### src/rtl/mc_ctrl_pkg.sv
// Shared types and encodings for the multicycle RV32I control FSM.
// S_JAL exists only when RV_JAL_EN is defined.
package mc_ctrl_pkg;

    typedef enum logic [3:0] {
        S_FETCH    = 4'd0,
        S_DECODE   = 4'd1,
        S_MEMADR   = 4'd2,
        S_MEMREAD  = 4'd3,
        S_MEMWB    = 4'd4,
        S_MEMWRITE = 4'd5,
        S_EXECR    = 4'd6,
        S_EXECI    = 4'd7,
        S_ALUWB    = 4'd8,
        S_BEQ      = 4'd9,
`ifdef RV_JAL_EN
        S_JAL      = 4'd10,
`endif
        S_ILLEGAL  = 4'd11
    } state_t;

    localparam logic [6:0] OP_LOAD   = 7'b0000011;
    localparam logic [6:0] OP_STORE  = 7'b0100011;
    localparam logic [6:0] OP_RTYPE  = 7'b0110011;
    localparam logic [6:0] OP_ITYPE  = 7'b0010011;
    localparam logic [6:0] OP_BRANCH = 7'b1100011;
    localparam logic [6:0] OP_JAL    = 7'b1101111;

    typedef enum logic [1:0] {
        ALU_OP_ADD   = 2'b00,
        ALU_OP_SUB   = 2'b01,
        ALU_OP_FUNCT = 2'b10
    } alu_op_t;

    localparam logic [2:0] ALU_ADD = 3'b000;
    localparam logic [2:0] ALU_SUB = 3'b001;
    localparam logic [2:0] ALU_AND = 3'b010;
    localparam logic [2:0] ALU_OR  = 3'b011;
    localparam logic [2:0] ALU_SLT = 3'b101;

    localparam logic [1:0] SRC_A_PC    = 2'b00;
    localparam logic [1:0] SRC_A_OLDPC = 2'b01;
    localparam logic [1:0] SRC_A_RS1   = 2'b10;

    localparam logic [1:0] SRC_B_RS2  = 2'b00;
    localparam logic [1:0] SRC_B_IMM  = 2'b01;
    localparam logic [1:0] SRC_B_FOUR = 2'b10;

    localparam logic [1:0] RES_ALUOUT = 2'b00;
    localparam logic [1:0] RES_MEM    = 2'b01;
    localparam logic [1:0] RES_ALU    = 2'b10;

    localparam logic [1:0] IMM_I = 2'b00;
    localparam logic [1:0] IMM_S = 2'b01;
    localparam logic [1:0] IMM_B = 2'b10;
    localparam logic [1:0] IMM_J = 2'b11;

    function automatic logic [1:0] imm_src_of(input logic [6:0] opcode);
        case (opcode)
            OP_LOAD, OP_ITYPE: return IMM_I;
            OP_STORE:          return IMM_S;
            OP_BRANCH:         return IMM_B;
            OP_JAL:            return IMM_J;
            default:           return IMM_I;
        endcase
    endfunction

endpackage

### src/rtl/mc_alu_decoder.sv
// Combinational ALU control decode from the FSM's alu_op and the instruction fields.
module mc_alu_decoder
    import mc_ctrl_pkg::*;
(
    input  logic [1:0] alu_op,
    input  logic [2:0] funct3,
    input  logic       funct7_5,
    input  logic       op5,
    output logic [2:0] alu_control
);

    always_comb begin
        alu_control = ALU_ADD;
        case (alu_op)
            ALU_OP_SUB: alu_control = ALU_SUB;
            ALU_OP_FUNCT: begin
                case (funct3)
                    // op5 separates R-type from addi, so addi never subtracts.
                    3'b000:  alu_control = (op5 & funct7_5) ? ALU_SUB : ALU_ADD;
                    3'b010:  alu_control = ALU_SLT;
                    3'b110:  alu_control = ALU_OR;
                    3'b111:  alu_control = ALU_AND;
                    default: alu_control = ALU_ADD;
                endcase
            end
            default: alu_control = ALU_ADD;
        endcase
    end

endmodule

### src/rtl/multicycle_controller.sv
// Multicycle control FSM for lw/sw/R-type/addi/beq over a shared-memory datapath.
// Define RV_JAL_EN to add jal support; otherwise its opcode is illegal.
module multicycle_controller
    import mc_ctrl_pkg::*;
#(
    parameter int unsigned ILLEGAL_TRAP = 1
) (
    input  logic        clk,
    input  logic        rst_n,
    input  logic [31:0] ins,
    input  logic        zero,
    input  logic        mem_ready,
    output logic        pc_write,
    output logic        adr_src,
    output logic        ir_write,
    output logic        memwrite,
    output logic        regwrite,
    output logic [1:0]  alu_src_a,
    output logic [1:0]  alu_src_b,
    output logic [1:0]  result_src,
    output logic [1:0]  imm_src,
    output logic [2:0]  ALUControl,
    output logic        instr_done,
    output logic        illegal
);

    state_t     state_q, state_d;
    alu_op_t    alu_op;
    logic [6:0] opcode;

    assign opcode  = ins[6:0];
    assign imm_src = imm_src_of(opcode);

    // Register fields are the datapath's business, not the controller's.
    logic unused_ins;
    assign unused_ins = ^{ins[31], ins[29:15], ins[11:7]};

    always_ff @(posedge clk or negedge rst_n) begin
        if (!rst_n) begin
            state_q <= S_FETCH;
        end else begin
            state_q <= state_d;
        end
    end

    always_comb begin
        state_d    = state_q;
        pc_write   = 1'b0;
        adr_src    = 1'b0;
        ir_write   = 1'b0;
        memwrite   = 1'b0;
        regwrite   = 1'b0;
        alu_src_a  = SRC_A_PC;
        alu_src_b  = SRC_B_FOUR;
        result_src = RES_ALU;
        alu_op     = ALU_OP_ADD;
        instr_done = 1'b0;
        illegal    = 1'b0;

        case (state_q)
            S_FETCH: begin
                ir_write = mem_ready;
                pc_write = mem_ready;
                if (mem_ready) state_d = S_DECODE;
            end
            S_DECODE: begin
                alu_src_a = SRC_A_OLDPC;
                alu_src_b = SRC_B_IMM;
                case (opcode)
                    OP_LOAD, OP_STORE: state_d = S_MEMADR;
                    OP_RTYPE:          state_d = S_EXECR;
                    OP_ITYPE:          state_d = S_EXECI;
                    OP_BRANCH:         state_d = S_BEQ;
`ifdef RV_JAL_EN
                    OP_JAL:            state_d = S_JAL;
`endif
                    default: begin
                        if (ILLEGAL_TRAP != 0) begin
                            state_d = S_ILLEGAL;
                        end else begin
                            // Retire the unknown opcode as a no-op.
                            state_d    = S_FETCH;
                            instr_done = 1'b1;
                        end
                    end
                endcase
            end
            S_MEMADR: begin
                alu_src_a = SRC_A_RS1;
                alu_src_b = SRC_B_IMM;
                state_d   = opcode[5] ? S_MEMWRITE : S_MEMREAD;
            end
            S_MEMREAD: begin
                adr_src = 1'b1;
                if (mem_ready) state_d = S_MEMWB;
            end
            S_MEMWB: begin
                result_src = RES_MEM;
                regwrite   = 1'b1;
                instr_done = 1'b1;
                state_d    = S_FETCH;
            end
            S_MEMWRITE: begin
                adr_src    = 1'b1;
                memwrite   = 1'b1;
                instr_done = mem_ready;
                if (mem_ready) state_d = S_FETCH;
            end
            S_EXECR: begin
                alu_src_a = SRC_A_RS1;
                alu_src_b = SRC_B_RS2;
                alu_op    = ALU_OP_FUNCT;
                state_d   = S_ALUWB;
            end
            S_EXECI: begin
                alu_src_a = SRC_A_RS1;
                alu_src_b = SRC_B_IMM;
                alu_op    = ALU_OP_FUNCT;
                state_d   = S_ALUWB;
            end
            S_ALUWB: begin
                result_src = RES_ALUOUT;
                regwrite   = 1'b1;
                instr_done = 1'b1;
                state_d    = S_FETCH;
            end
            S_BEQ: begin
                alu_src_a  = SRC_A_RS1;
                alu_src_b  = SRC_B_RS2;
                alu_op     = ALU_OP_SUB;
                result_src = RES_ALUOUT;
                pc_write   = zero;
                instr_done = 1'b1;
                state_d    = S_FETCH;
            end
`ifdef RV_JAL_EN
            S_JAL: begin
                // ALUOut still holds the target computed in S_DECODE.
                alu_src_a  = SRC_A_OLDPC;
                alu_src_b  = SRC_B_FOUR;
                result_src = RES_ALUOUT;
                pc_write   = 1'b1;
                state_d    = S_ALUWB;
            end
`endif
            S_ILLEGAL: begin
                illegal = 1'b1;
                state_d = S_ILLEGAL;
            end
            default: state_d = S_FETCH;
        endcase
    end

    mc_alu_decoder u_alu_decoder (
        .alu_op      (alu_op),
        .funct3      (ins[14:12]),
        .funct7_5    (ins[30]),
        .op5         (opcode[5]),
        .alu_control (ALUControl)
    );

endmodule
### config.mk
export PLATFORM = sky130hd
export DESIGN_NAME = multicycle_controller
export DESIGN_NICKNAME = d
export VERILOG_FILES = /design/src/rtl/mc_ctrl_pkg.sv /design/src/rtl/mc_alu_decoder.sv /design/src/rtl/multicycle_controller.sv
export SDC_FILE = /design/constraint.sdc
export NUM_CORES = 1
export LEC_CHECK = 0
export BUFFER_PORTS_ARGS = -buffer_cell sky130_fd_sc_hd__clkbuf_2
export CORE_MARGIN = 5
export CORE_UTILIZATION = 31
export CTS_CLUSTER_DIAMETER = 120
export DETAILED_ROUTE_END_ITERATION = 10
export PLACE_DENSITY = 0.83
export RECOVER_POWER = 50
export SLEW_MARGIN = 20
export SYNTH_ARGS = -nofsm -noshare
export SYNTH_HDL_FRONTEND = slang
export SYNTH_SLANG_ARGS = --single-unit
### constraint.sdc
create_clock -name clk -period 1.5 [get_ports clk]
set_input_delay 0.15 -clock clk [delete_from_list [all_inputs] [get_ports clk]]
set_output_delay 0.15 -clock clk [all_outputs]
set_load 0.005 [all_outputs]
Word level (Yosys, flattened, before mapping)
Index checks and enable logic that the tools add are counted.
- output and inout port bits: 18
- input port bits: 36
- logic and storage cells: 59
- flip-flop bits (word level): 4
- mux-type cells: 21
- equality and inequality tests: 24
- reduce and logical (&&, ||, !) cells: 12
- bitwise logic cells: 1
- operators by type and width (operator ; count):
    one-hot mux 4 bit (7 select lines) ; 1
    == test 4 x 3 -> 1 bit (second input constant) ; 4
    one-hot mux 2 bit (2 select lines) ; 4
    one-hot mux 4 bit (4 select lines) ; 1
    == test 7 x 6 -> 1 bit (second input constant) ; 2
    == test 7 bit (second input constant) ; 2
    == test 4 bit (second input constant) ; 3
    2-to-1 mux 4 bit ; 3
    one-hot mux 3 bit (4 select lines) ; 1
    OR reduction 2 bit ; 6
    == test 4 x 2 -> 1 bit (second input constant) ; 2
    == test 7 x 2 -> 1 bit (second input constant) ; 1
    == test 7 x 5 -> 1 bit (second input constant) ; 1
    == test 3 bit (second input constant) ; 2
    2-to-1 mux 1 bit ; 6
    != test 2 bit (second input constant) ; 3
    one-hot mux 2 bit (3 select lines) ; 1
    one-hot mux 3 bit (2 select lines) ; 1
    OR reduction 3 bit ; 2
    == test 4 x 1 -> 1 bit (second input constant) ; 1
    logical NOT 4 bit ; 1
    one-hot mux 1 bit (2 select lines) ; 2
    OR reduction 4 bit ; 1
    == test 3 x 2 -> 1 bit (second input constant) ; 1
    6 further kinds ; 6

Logic depth before layout (Yosys ltp)
Gate-level depths: netlist (run 1).
- depth after elaboration: 5
- depth in mapped cells: 7
- gate-level depth less buffers: 6

Hierarchy
Synthesis (run 1) repeated with hierarchy kept, for this count alone.
- cells, all modules: 76
- area total of the unflattened synthesis: 569.3 um^2
- modules (own cells, without submodules) (module ; seq. area each (um^2) ; area an instance (um^2) ; cells each ; times used):
    multicycle_controller ; 100.1 ; 473.0 ; 65 ; 1
    mc_alu_decoder ; 0.0 ; 96.3 ; 11 ; 1

Least setup slack after synthesis (run 1)
No wires, ideal clock.
- path kind: register to output
- start: register state_q[1]
- end: output port ALUControl[1]
- slack: -0.091 ns
- cell stages (with the launch flop): 7
- required time: 1.350 ns
- path buffers: 1
- arrival time: 1.441 ns
- cell sequence: dfrtp_1 buf_2 or2b_1 nand2b_1 inv_2 ha_1 nor3_1
- word-level cells in the longest chain between the ends: 5
- elaborated cells on any way between the ends: 8
- those cells by class: eq/ne: 5; mux: 2; reduce/logical: 1
- ends and longest elaborated chain (element ; RTL line ; source):
    from (decl) ; multicycle_controller.sv:27 ; state_t state_q, state_d;
    from (signal assigned) ; multicycle_controller.sv:42 ; state_q <= state_d;
    == test 4 x 3 -> 1 bit ; multicycle_controller.sv:60 ; case (state_q)
    OR reduction 2 bit (no line) ; - ;
    one-hot mux 2 bit (2 select lines) * ; multicycle_controller.sv:60 ;
    == test 2 bit or == test 2 x 1 -> 1 bit (tied branches) ; mc_alu_decoder.sv:14 ; case (alu_op)
    one-hot mux 3 bit (2 select lines) * ; mc_alu_decoder.sv:14 ;
    to (decl) ; multicycle_controller.sv:22 ; output logic [2:0] ALUControl,
Every way passes the cells marked *; elsewhere a longest branch is shown, timed or not.

Final worst setup path (run 1)
- start: register state_q[1]
- end: output port ALUControl[0]
Same word-level chain as after synthesis.

==> run_results.csv, run 1 <==
group,metric,value,unit
status,outcome,"finished with violations",
status,violations,"setup timing",
logic_synthesis,synth_flop_cell,"dfrtp_1",
die,die_w,51.71,um
detailed_routing,drtAntennaViolNets,0,
cells_and_area,syn2layout_area_growth,94.66,%
critical_path,worstPathRequired,1.35,ns
cells_and_area,final_common_cell,"clkbuf_2",
timing,fin_skew,0.003191,ns
critical_path,endpoint_kind,"primary output",
die,pin_count,54,
cells_and_area,largest_register,"state_q",
clock_tree,cts_htree_levels,1,
die,dieArea,0.002674,mm^2
timing,setup_ws,-0.2442,ns
placed_design,gp_congestion,0.9128,
clock_tree,path_clk_slew,0.03,ns
logic_synthesis,async_flop_share,100.0,%
logic_synthesis,ys_seq_elements,4,
logic_synthesis,yosysWarnings,0,
detailed_routing,dr.pass1.iters,4,
critical_path,worstSetupPathType,"flop to primary output",
timing,fin_crit,1.744,ns
logic_synthesis,synth_mux_area_share,0,%
clock_tree,cts_sinks,4,
logic_synthesis,synth_top_family_by_area,"simple AND/OR/NAND/NOR gates",
grt,track_usage,14.71,%
cells_and_area,nets,169,
power_and_ir_drop,powerDensity,1977,mW/mm^2
timing,post-route-period-util,116.3,%
detailed_routing,dr_total_vias,751,
clock_tree,cts_tree,"yes",
placed_design,dp_slack,-0.05028,ns
detailed_routing,drc_errors,0,
placed_design,portBuffers,32,
logic_synthesis,synthesis.area,539.3,um^2
die,die_h,51.71,um
timing,tightestPinTransition,0.3444,ns
logic_synthesis,syn-num-nets,116,
clock_tree,clockRootBuffer,"clkbuf_4",
logic_synthesis,synth-simple-area-share,42.92,%
critical_path,start_kind,"flop",
power_and_ir_drop,power,2.075,mW
cells_and_area,reg.largest.list,"state_q (4)",
critical_path,worstPathArrival,1.59,ns
clock_tree,numCtsBuffers,3,
timing,timing_hold_violations_final,0,
grt,grt_max_degree,9,
logic_synthesis,synth_xor_area_share,3.248,%
timing,whs,0.2442,ns
detailed_routing,drt-initial-drc-count,6,
logic_synthesis,synth_edf_count,0,
logic_synthesis,synth_compound_area_share,20.42,%
cells_and_area,largest_reg_flops,4,
cells_and_area,drive_gt1_share,61.24,%
timing,setup_viol,11,
grt,grt_antenna_before_repair,0,
die,start_util,31.93,%
die,core,0.001689,mm^2
detailed_routing,via_per_inst,5.144,
critical_path,cp_max_fo,4,
logic_synthesis,synthAdderAreaFrac,4.640,%
timing,fmax,573.3,MHz
cells_and_area,antenna_cells,0,
clock_tree,clock_latency,0.23,ns
min_path,hold_path.class,"input pin to flop",
detailed_routing,drt-wirelength-per-cell,14.45,um
logic_synthesis,synth_cell_types,32,
cells_and_area,layout_common_cells,"24 x clkbuf_2, 14 x buf_4, 9 x nor2_1",
detailed_routing,wl,2110,um
run,drv_cap,0,
clock_tree,clockBufferDepth,2,
grt,grt_pass1_vias,721,
grt,grt_pass1_wl,2939,um
grt,grt_remaining_overflow,0,
logic_synthesis,syn-instance-count,78,
timing,drv_slew,0,
logic_synthesis,ys_seq_area_share,18.56,%
logic_synthesis,synth.avg_cell_area,6.914,um^2
power_and_ir_drop,ir_drop,0.9928,mV
timing,setup_tns,-1.146,ns
timing,rsz0062_at_grt,"true",
placed_design,dp_hpwl,1440,um
die,std_cell_rows,15,
timing,relSlewSlack,76.94,%
power_and_ir_drop,p_leak,0.5440,nW
[Yosys cell counts (2+ instances only)]
cell | number | area share (%)
nor3_1 | 6 | 5.6
a21oi_1 | 4 | 3.7
dfrtp_1 | 4 | 19
ha_1 | 2 | 4.6
o21ai_0 | 3 | 2.8
buf_2 | 3 | 2.8
nand3_1 | 2 | 1.9
nor2b_1 | 3 | 3.5
inv_1 | 5 | 3.5
nor2_1 | 12 | 8.4
nand2b_1 | 5 | 5.8
and3_1 | 2 | 2.3
nand2_1 | 8 | 5.6
[power by group]
group	internal [mW]	total (mW)	leakage (nW)	switching (mW)
sequential	0.167	0.238	0.0480	0.0710
clock	0.0892	0.129	0.0138	0.0402
combinational	0.886	1.71	0.482	0.822
[layout make-up]
type / instances / area, um^2
Fill cell: 147 / 639.4
Timing Repair Buffer: 52 / 327.8
Sequential cell: 4 / 102.6
Clock buffer: 3 / 22.52
Tap cell: 17 / 21.27
Multi-Input combinational cell: 63 / 541.8
Inverter: 7 / 33.78
[metal layers]
layer,vias up,GRT usage (%),wire (um),part of all wire (%)
met5,-,0,0,0
met4,0,7.424,22,1.0
met3,6,3.725,72,3.4
met2,28,26.48,1242,59
met1,346,15.71,772,37
li1,371,-,-,-
[timing repair]
action | CTS | global route
buffers inserted | 5 | 6
setup endpoints to repair | 11 | 16
hold buffers | 1 | 0
endpoints found under the hold margin | 4 | 0
resized for setup | 24 | 21
pin swaps | 9 | 11
[metrics by stage]
stage / cell area (um^2) / utilization (%) / std cells
after global routing: 1050 / 62.15 / 146
final: 1050 / 62.15 / 146
after floorplan: 546.8 / - / 78
after global placement: 774.5 / 45.85 / 133
after CTS: 945.9 / 56.00 / 142
after detailed placement: 774.5 / 45.85 / 133
[path summary, 6_finish.rpt]
path | depth (start not counted) | slack (ns) | end | startpoint
max | 6 | -0.24 | ALUControl[0] | state_q[1]$_DFFE_PN0P_
min | 3 | 0.24 | state_q[1]$_DFFE_PN0P_ | ins[2]
max reg2reg | 6 | -0.02 | state_q[1]$_DFFE_PN0P_ | state_q[1]$_DFFE_PN0P_
min reg2reg | 3 | 0.83 | state_q[0]$_DFFE_PN0P_ | state_q[2]$_DFFE_PN0P_
max in group asynchronous | 2 | 1.04 | state_q[3]$_DFFE_PN0P_ | rst_n
min in group asynchronous | 2 | 0.27 | state_q[0]$_DFFE_PN0P_ | rst_n
[critical path, cell delays in order (launching register included)]
cell      delay (ns)
dfrtp_1         0.39
or2b_1          0.25
nand2b_4        0.18
ha_4            0.18
a31oi_1         0.19
nor2_1          0.07
clkbuf_2        0.11
[kinds of logic after synthesis]
family,Yosys count
AOI/OAI and AO/OA,16
xor gates and xnor gates,2
adders and majority gates,2
buffers and inverters,11
DFF,4
and+or+nand+nor,43
(Power assumes the default switching activity.)
==> run 2, diff against run 1 <==
--- a/config.mk
+++ b/config.mk
@@ -6,8 +6,10 @@
 export NUM_CORES = 1
 export LEC_CHECK = 0
 export BUFFER_PORTS_ARGS = -buffer_cell sky130_fd_sc_hd__clkbuf_2
+export CELL_PAD_IN_SITES_DETAIL_PLACEMENT = 1
+export CELL_PAD_IN_SITES_GLOBAL_PLACEMENT = 2
 export CORE_MARGIN = 5
-export CORE_UTILIZATION = 31
+export CORE_UTILIZATION = 14
 export CTS_CLUSTER_DIAMETER = 120
 export DETAILED_ROUTE_END_ITERATION = 10
 export PLACE_DENSITY = 0.83
==> run_results.csv, run 2 (synthesis gave the netlist of run 1 again) <==
group,metric,value,unit
detailed_routing,drt-wirelength-per-cell,14.70,um
power_and_ir_drop,ir_drop,0.4477,mV
cells_and_area,syn2layout_area_growth,117.9,%
cells_and_area,antenna_cells,0,
critical_path,worstPathRequired,1.35,ns
cells_and_area,final_common_cell,"clkbuf_2",
placed_design,portBuffers,32,
detailed_routing,dr_total_vias,788,
timing,setup_viol,16,
die,dieArea,0.005193,mm^2
grt,grt_antenna_before_repair,0,
detailed_routing,wl,2660,um
detailed_routing,drtAntennaViolNets,0,
status,outcome,"finished with violations",
timing,relSlewSlack,80.32,%
power_and_ir_drop,power,2.394,mW
clock_tree,cts_tree,"yes",
detailed_routing,dr.pass1.iters,2,
clock_tree,cts_htree_levels,1,
timing,tightestPinTransition,0.2940,ns
run,drv_cap,0,
clock_tree,numCtsBuffers,3,
detailed_routing,via_per_inst,4.354,
cells_and_area,layout_common_cells,"25 x clkbuf_2, 17 x buf_4, 8 x nor2_1",
cells_and_area,drive_gt1_share,67.67,%
timing,setup_tns,-2.261,ns
power_and_ir_drop,p_leak,0.5732,nW
critical_path,cp_max_fo,4,
grt,grt_pass1_vias,879,
grt,grt_remaining_overflow,0,
cells_and_area,largest_register,"state_q",
die,start_util,14.62,%
timing,timing_hold_violations_final,0,
die,std_cell_rows,22,
power_and_ir_drop,powerDensity,2037,mW/mm^2
clock_tree,clock_latency,0.21,ns
cells_and_area,nets,173,
grt,grt_pass1_wl,3953,um
timing,rsz0062_at_grt,"true",
critical_path,start_kind,"flop",
clock_tree,clockRootBuffer,"clkbuf_8",
clock_tree,path_clk_slew,0.03,ns
critical_path,worstPathArrival,1.59,ns
critical_path,worstSetupPathType,"flop to primary output",
die,core,0.003689,mm^2
detailed_routing,drt-initial-drc-count,11,
status,violations,"setup timing",
timing,drv_slew,0,
placed_design,dp_hpwl,1861,um
timing,fin_crit,1.737,ns
timing,fmax,575.6,MHz
grt,track_usage,9.651,%
die,die_h,72.07,um
die,die_w,72.07,um
cells_and_area,largest_reg_flops,4,
clock_tree,clockBufferDepth,2,
grt,grt_max_degree,8,
detailed_routing,drc_errors,0,
cells_and_area,nFillCells,447,
critical_path,endpoint_kind,"primary output",
cells_and_area,reg.largest.list,"state_q (4)",
timing,post-route-period-util,115.8,%
timing,setup_ws,-0.2373,ns
die,pin_count,54,
min_path,hold_path.class,"input pin to flop",
clock_tree,cts_sinks,4,
timing,fin_skew,0.0008655,ns
placed_design,gp_congestion,0.8296,
[run 2: metal layers]
layer  part of all wire, %  up-vias  global-route usage [%]
met5                     0        -                       0
met4                  0.94        0                   5.010
met3                   6.0        2                   1.524
met2                    53       34                   16.99
met1                    40      373                   11.14
li1                      -      379                       -
[run 2: worst max-delay path: stages, from the launching register on]
cell and delay (ns):
dfrtp_1 0.41, buf_6 0.14, buf_12 0.11, buf_8 0.13
nor4b_4 0.29, buf_4 0.19, buf_6 0.09
[run 2: repair_timing]
action                                 in CTS  in global routing
pin swaps                                   8                 16
hold buffers                                1                  0
setup buffers                               7                  6
gates resized for setup                    23                 23
setup endpoints to repair                  13                 17
endpoints found under the hold margin       4                  0
[run 2: stage by stage]
step | setup WS, ns | hold WS (ns) | std cells | area (um^2) | util (%)
6_report | -0.2373 | 0.2512 | 181 | 1175 | 31.85
5_1_grt | -0.3149 | 0.2841 | 181 | 1175 | 31.85
4_1_cts | -0.2363 | 0.2425 | 176 | 1032 | 27.99
3_5_place_dp | -0.1004 | -0.04042 | 166 | 828.3 | 22.46
3_3_place_gp | -0.05569 | -0.04463 | 166 | 828.3 | 22.46
2_1_floorplan | 0.005239 | -0.1456 | 78 | 546.8 | -
[run 2: area by class of cell]
class	count	area, um^2	area share [%]
multi-input cells	63	548.0	46.65
repair buffers	56	391.6	33.33
flip-flops and latches	4	102.6	8.733
well taps	48	60.06	5.112
clock buffers	3	41.29	3.514
inverters	7	31.28	2.662
[run 2: power by group]
part	switching, mW	total (mW)	leakage, nW	internal (mW)
Sequential	0.0723	0.239	0.0480	0.166
Combinational	0.879	1.93	0.504	1.05
Clock	0.0526	0.223	0.0216	0.171
Total	1.00	2.39	0.573	1.39
[run 2: final timing paths]
path | from | to | slack [ns] | cells past startpoint
max | state_q[1]$_DFFE_PN0P_ | alu_src_a[0] | -0.24 | 6
min in group asynchronous | rst_n | state_q[1]$_DFFE_PN0P_ | 0.30 | 2
max reg2reg | state_q[1]$_DFFE_PN0P_ | state_q[0]$_DFFE_PN0P_ | -0.17 | 8
min reg2reg | state_q[1]$_DFFE_PN0P_ | state_q[3]$_DFFE_PN0P_ | 0.79 | 3
max in group asynchronous | rst_n | state_q[2]$_DFFE_PN0P_ | 1.00 | 2
min | ins[2] | state_q[1]$_DFFE_PN0P_ | 0.25 | 3
==> run 3, diff against run 2 <==
--- a/config.mk
+++ b/config.mk
@@ -5,6 +5,7 @@
 export SDC_FILE = /design/constraint.sdc
 export NUM_CORES = 1
 export LEC_CHECK = 0
+export ABC_AREA = 1
 export BUFFER_PORTS_ARGS = -buffer_cell sky130_fd_sc_hd__clkbuf_2
 export CELL_PAD_IN_SITES_DETAIL_PLACEMENT = 1
 export CELL_PAD_IN_SITES_GLOBAL_PLACEMENT = 2
@@ -12,7 +13,7 @@
 export CORE_UTILIZATION = 14
 export CTS_CLUSTER_DIAMETER = 120
 export DETAILED_ROUTE_END_ITERATION = 10
-export PLACE_DENSITY = 0.83
+export PLACE_DENSITY = 0.84
 export RECOVER_POWER = 50
 export SLEW_MARGIN = 20
 export SYNTH_ARGS = -nofsm -noshare
==> run_results.csv, run 3 <==
group,metric,value,unit
min_path,hold_path.class,"input pin to flop",
die,core,0.003943,mm^2
cells_and_area,drive_gt1_share,62.00,%
detailed_routing,drtAntennaViolNets,0,
power_and_ir_drop,p_seq_share,8.8,%
detailed_routing,met1_length,823,um
timing,drv_slew,0,
status,outcome,"finished with violations",
critical_path,endpoint_kind,"primary output",
clock_tree,clockRootBuffer,"clkbuf_8",
grt,track_usage,8.824,%
power_and_ir_drop,power.internal,1.229,mW
die,pin_count,54,
critical_path,worstSetupPathType,"flop to primary output",
power_and_ir_drop,powerDensity,1938,mW/mm^2
timing,setup_viol,13,
detailed_routing,drt-initial-drc-count,10,
grt,grt_max_degree,8,
die,die_w,73.21,um
timing,rsz0062_at_grt,"true",
logic_synthesis,synth_cell_types,22,
die,std_cell_rows,23,
cells_and_area,layout_common_cells,"24 x clkbuf_2, 18 x nand2_1, 16 x buf_4",
grt,grt_remaining_overflow,0,
logic_synthesis,synth_area_leaders,"dfrtp_1 18%, nand2_1 15%, inv_1 8.7%",
detailed_routing,wl_met2,1373,um
critical_path,reg2reg_depth,11,
logic_synthesis,yosysTopAreaCell,"dfrtp_1",
cells_and_area,largest_register,"state_q",
placed_design,portBuffers,32,
clock_tree,cts_tree,"yes",
timing,fin_crit,1.830,ns
min_path,hold_end,"state_q[2]$_DFFE_PN0P_",
logic_synthesis,syn-instance-count,90,
timing,post-route-period-util,122.0,%
logic_synthesis,synth_commonest_cells,"22 x nand2_1, 13 x inv_1, 8 x nand3_1, 7 x nor2_1",
critical_path,worstReg2RegEnd,"state_q[2]$_DFFE_PN0P_",
cells_and_area,nets,189,
logic_synthesis,synth_flop_cell,"dfrtp_1",
die,start_util,14.19,%
cells_and_area,reg.largest.list,"state_q (4)",
critical_path,start_kind,"flop",
cells_and_area,final_util,29.55,%
critical_path,regToRegSetupSlack,-0.01,ns
logic_synthesis,ys_seq_elements,4,
detailed_routing,dr.pass1.iters,3,
timing,setup_ws,-0.3302,ns
power_and_ir_drop,ir_drop,0.4390,mV
clock_tree,cts_htree_levels,1,
timing,relSlewSlack,84.26,%
cells_and_area,final_common_cell,"clkbuf_2",
power_and_ir_drop,p_clk_share,10.9,%
power_and_ir_drop,p_sw_share,45.54,%
cells_and_area,largest_reg_flops,4,
grt,grt_antenna_before_repair,0,
grt,grt_pass1_vias,885,
cells_and_area,antenna_cells,0,
detailed_routing,drt-wirelength-per-cell,11.46,um
clock_tree,clock_latency,0.22,ns
critical_path,worstPathRequired,1.35,ns
logic_synthesis,synthesis.area,559.3,um^2
placed_design,dp_slack,-0.1017,ns
detailed_routing,via_per_inst,4.010,
critical_path,regToRegStartpoint,"state_q[3]$_DFFE_PN0P_",
logic_synthesis,synth_top_area_share,17.90,%
timing,tightestPinTransition,0.2343,ns
die,die_h,73.21,um
logic_synthesis,async_flop_share,100.0,%
power_and_ir_drop,switchingPower,1.028,mW
detailed_routing,wl_met3,38,um
clock_tree,cts_sinks,4,
status,violations,"setup timing",
timing,timing_hold_violations_final,0,
clock_tree,clockBufferDepth,2,
grt,grt_pass1_wl,3732,um
clock_tree,numCtsBuffers,3,
min_path,hold_start,"mem_ready",
min_path,holdPathStages,4,
logic_synthesis,synth_edf_count,0,
placed_design,gp_congestion,0.7306,
critical_path,worstPathArrival,1.68,ns
detailed_routing,dr_total_vias,802,
logic_synthesis,yosysWarnings,0,
logic_synthesis,synth.avg_cell_area,6.214,um^2
detailed_routing,wl,2291,um
die,dieArea,0.005359,mm^2
clock_tree,path_clk_slew,0.03,ns
timing,fin_skew,0.002963,ns
power_and_ir_drop,p_leak,0.6090,nW
timing,fmax,546.4,MHz
cells_and_area,syn2layout_area_growth,108.3,%
detailed_routing,drc_errors,0,
logic_synthesis,syn-num-nets,128,
logic_synthesis,synth_most_common_cell,"nand2_1",
run,drv_cap,0,
placed_design,dp_hpwl,1675,um
logic_synthesis,ys_seq_area_share,17.90,%
critical_path,cp_max_fo,3,
power_and_ir_drop,p_comb_share,80.3,%
detailed_routing,top_layer_used,"met4",
run 3: cell types whose count changed after synthesis, sizes merged, moves of 2 or more:
cell / change
nor2: +5
and3: -2
inv: +12
buf: -3
nand4: +4
a21oi: -4
nand2b: -5
nor3: -5
nor2b: -3
nand2: +17
nand3: +7
run 3: area by class of cell:
| type | count | area, um^2 |
|---|---|---|
| flip-flops and latches | 4 | 101.3 |
| well taps | 50 | 62.56 |
| inverters | 19 | 73.82 |
| multi-input cells | 66 | 499.2 |
| repair buffers | 57 | 382.9 |
| fillers | 488 | 2778 |
| clock buffers | 4 | 45.04 |
run 3: logic make-up (layout without fill, tap and decap cells):
logic type	after synthesis	after routing	synth area share (%)
fa+ha+maj	2	2	4.474
simple gates	58	58	55.26
buf+inv	20	80	14.77
compound gates	6	6	7.608
flops	4	4	17.90
run 3: repair_timing:
action / CTS / global route
endpoints found under the hold margin: 4 / 0
hold buffers: 1 / 0
setup endpoints to repair: 10 / 14
pin swaps: 9 / 7
gates resized for setup: 23 / 15
setup buffers: 11 / 6
run 3: worst max-delay path by stage:
stage | startpoint | end | slack [ns]
5_1_grt | state_q[3]$_DFFE_PN0P_ | ALUControl[0] | -0.43
3_3_place_gp | state_q[3]$_DFFE_PN0P_ | ALUControl[0] | -0.09
6_report | state_q[3]$_DFFE_PN0P_ | ALUControl[0] | -0.33
4_1_cts | state_q[3]$_DFFE_PN0P_ | ALUControl[0] | -0.27
2_1_floorplan | state_q[2]$_DFFE_PN0P_ | ALUControl[0] | 0.001
3_5_place_dp | state_q[3]$_DFFE_PN0P_ | ALUControl[0] | -0.10
run 3: routing by layer:
layer  track usage (%)  up-vias
li1                  -      407
met1             8.553      372
met2             17.78       17
met3            0.2755        6
met4             5.533        0
met5                 0        -
run 3: through the flow:
| stage | hold slack, ns | cells | TNS, ns | cell area (um^2) | power, mW |
|---|---|---|---|---|---|
| after detailed placement | -0.03791 | 182 | -0.2053 | 864.6 | 1.467 |
| final | 0.2821 | 200 | -2.217 | 1165 | 2.258 |
| after global placement | -0.04292 | 182 | -0.1602 | 864.6 | 1.456 |
| after global routing | 0.3398 | 200 | -3.184 | 1165 | 2.444 |
| after CTS | 0.2793 | 194 | -1.400 | 1062 | 2.032 |
| after floorplan | -0.1456 | 90 | 0 | 570.5 | 0.9584 |
run 3: worst max-delay path, cell delays in order (launching register included):
cell	delay, ns
dfrtp_2	0.41
buf_4	0.15
nand2_4	0.08
nor2_4	0.05
inv_2	0.08
ha_4	0.15
nand2_4	0.05
or2_4	0.24
a31oi_4	0.12
buf_2	0.13
run 3: power by group through the flow:
stage | combinational [mW] | sequential [mW] | clock, mW
floorplan | 0.729 | 0.230 | 0
global placement | 1.25 | 0.208 | 0
detailed placement | 1.26 | 0.209 | 0
CTS | 1.58 | 0.208 | 0.247
global route | 1.98 | 0.208 | 0.254
finish | 1.81 | 0.199 | 0.246
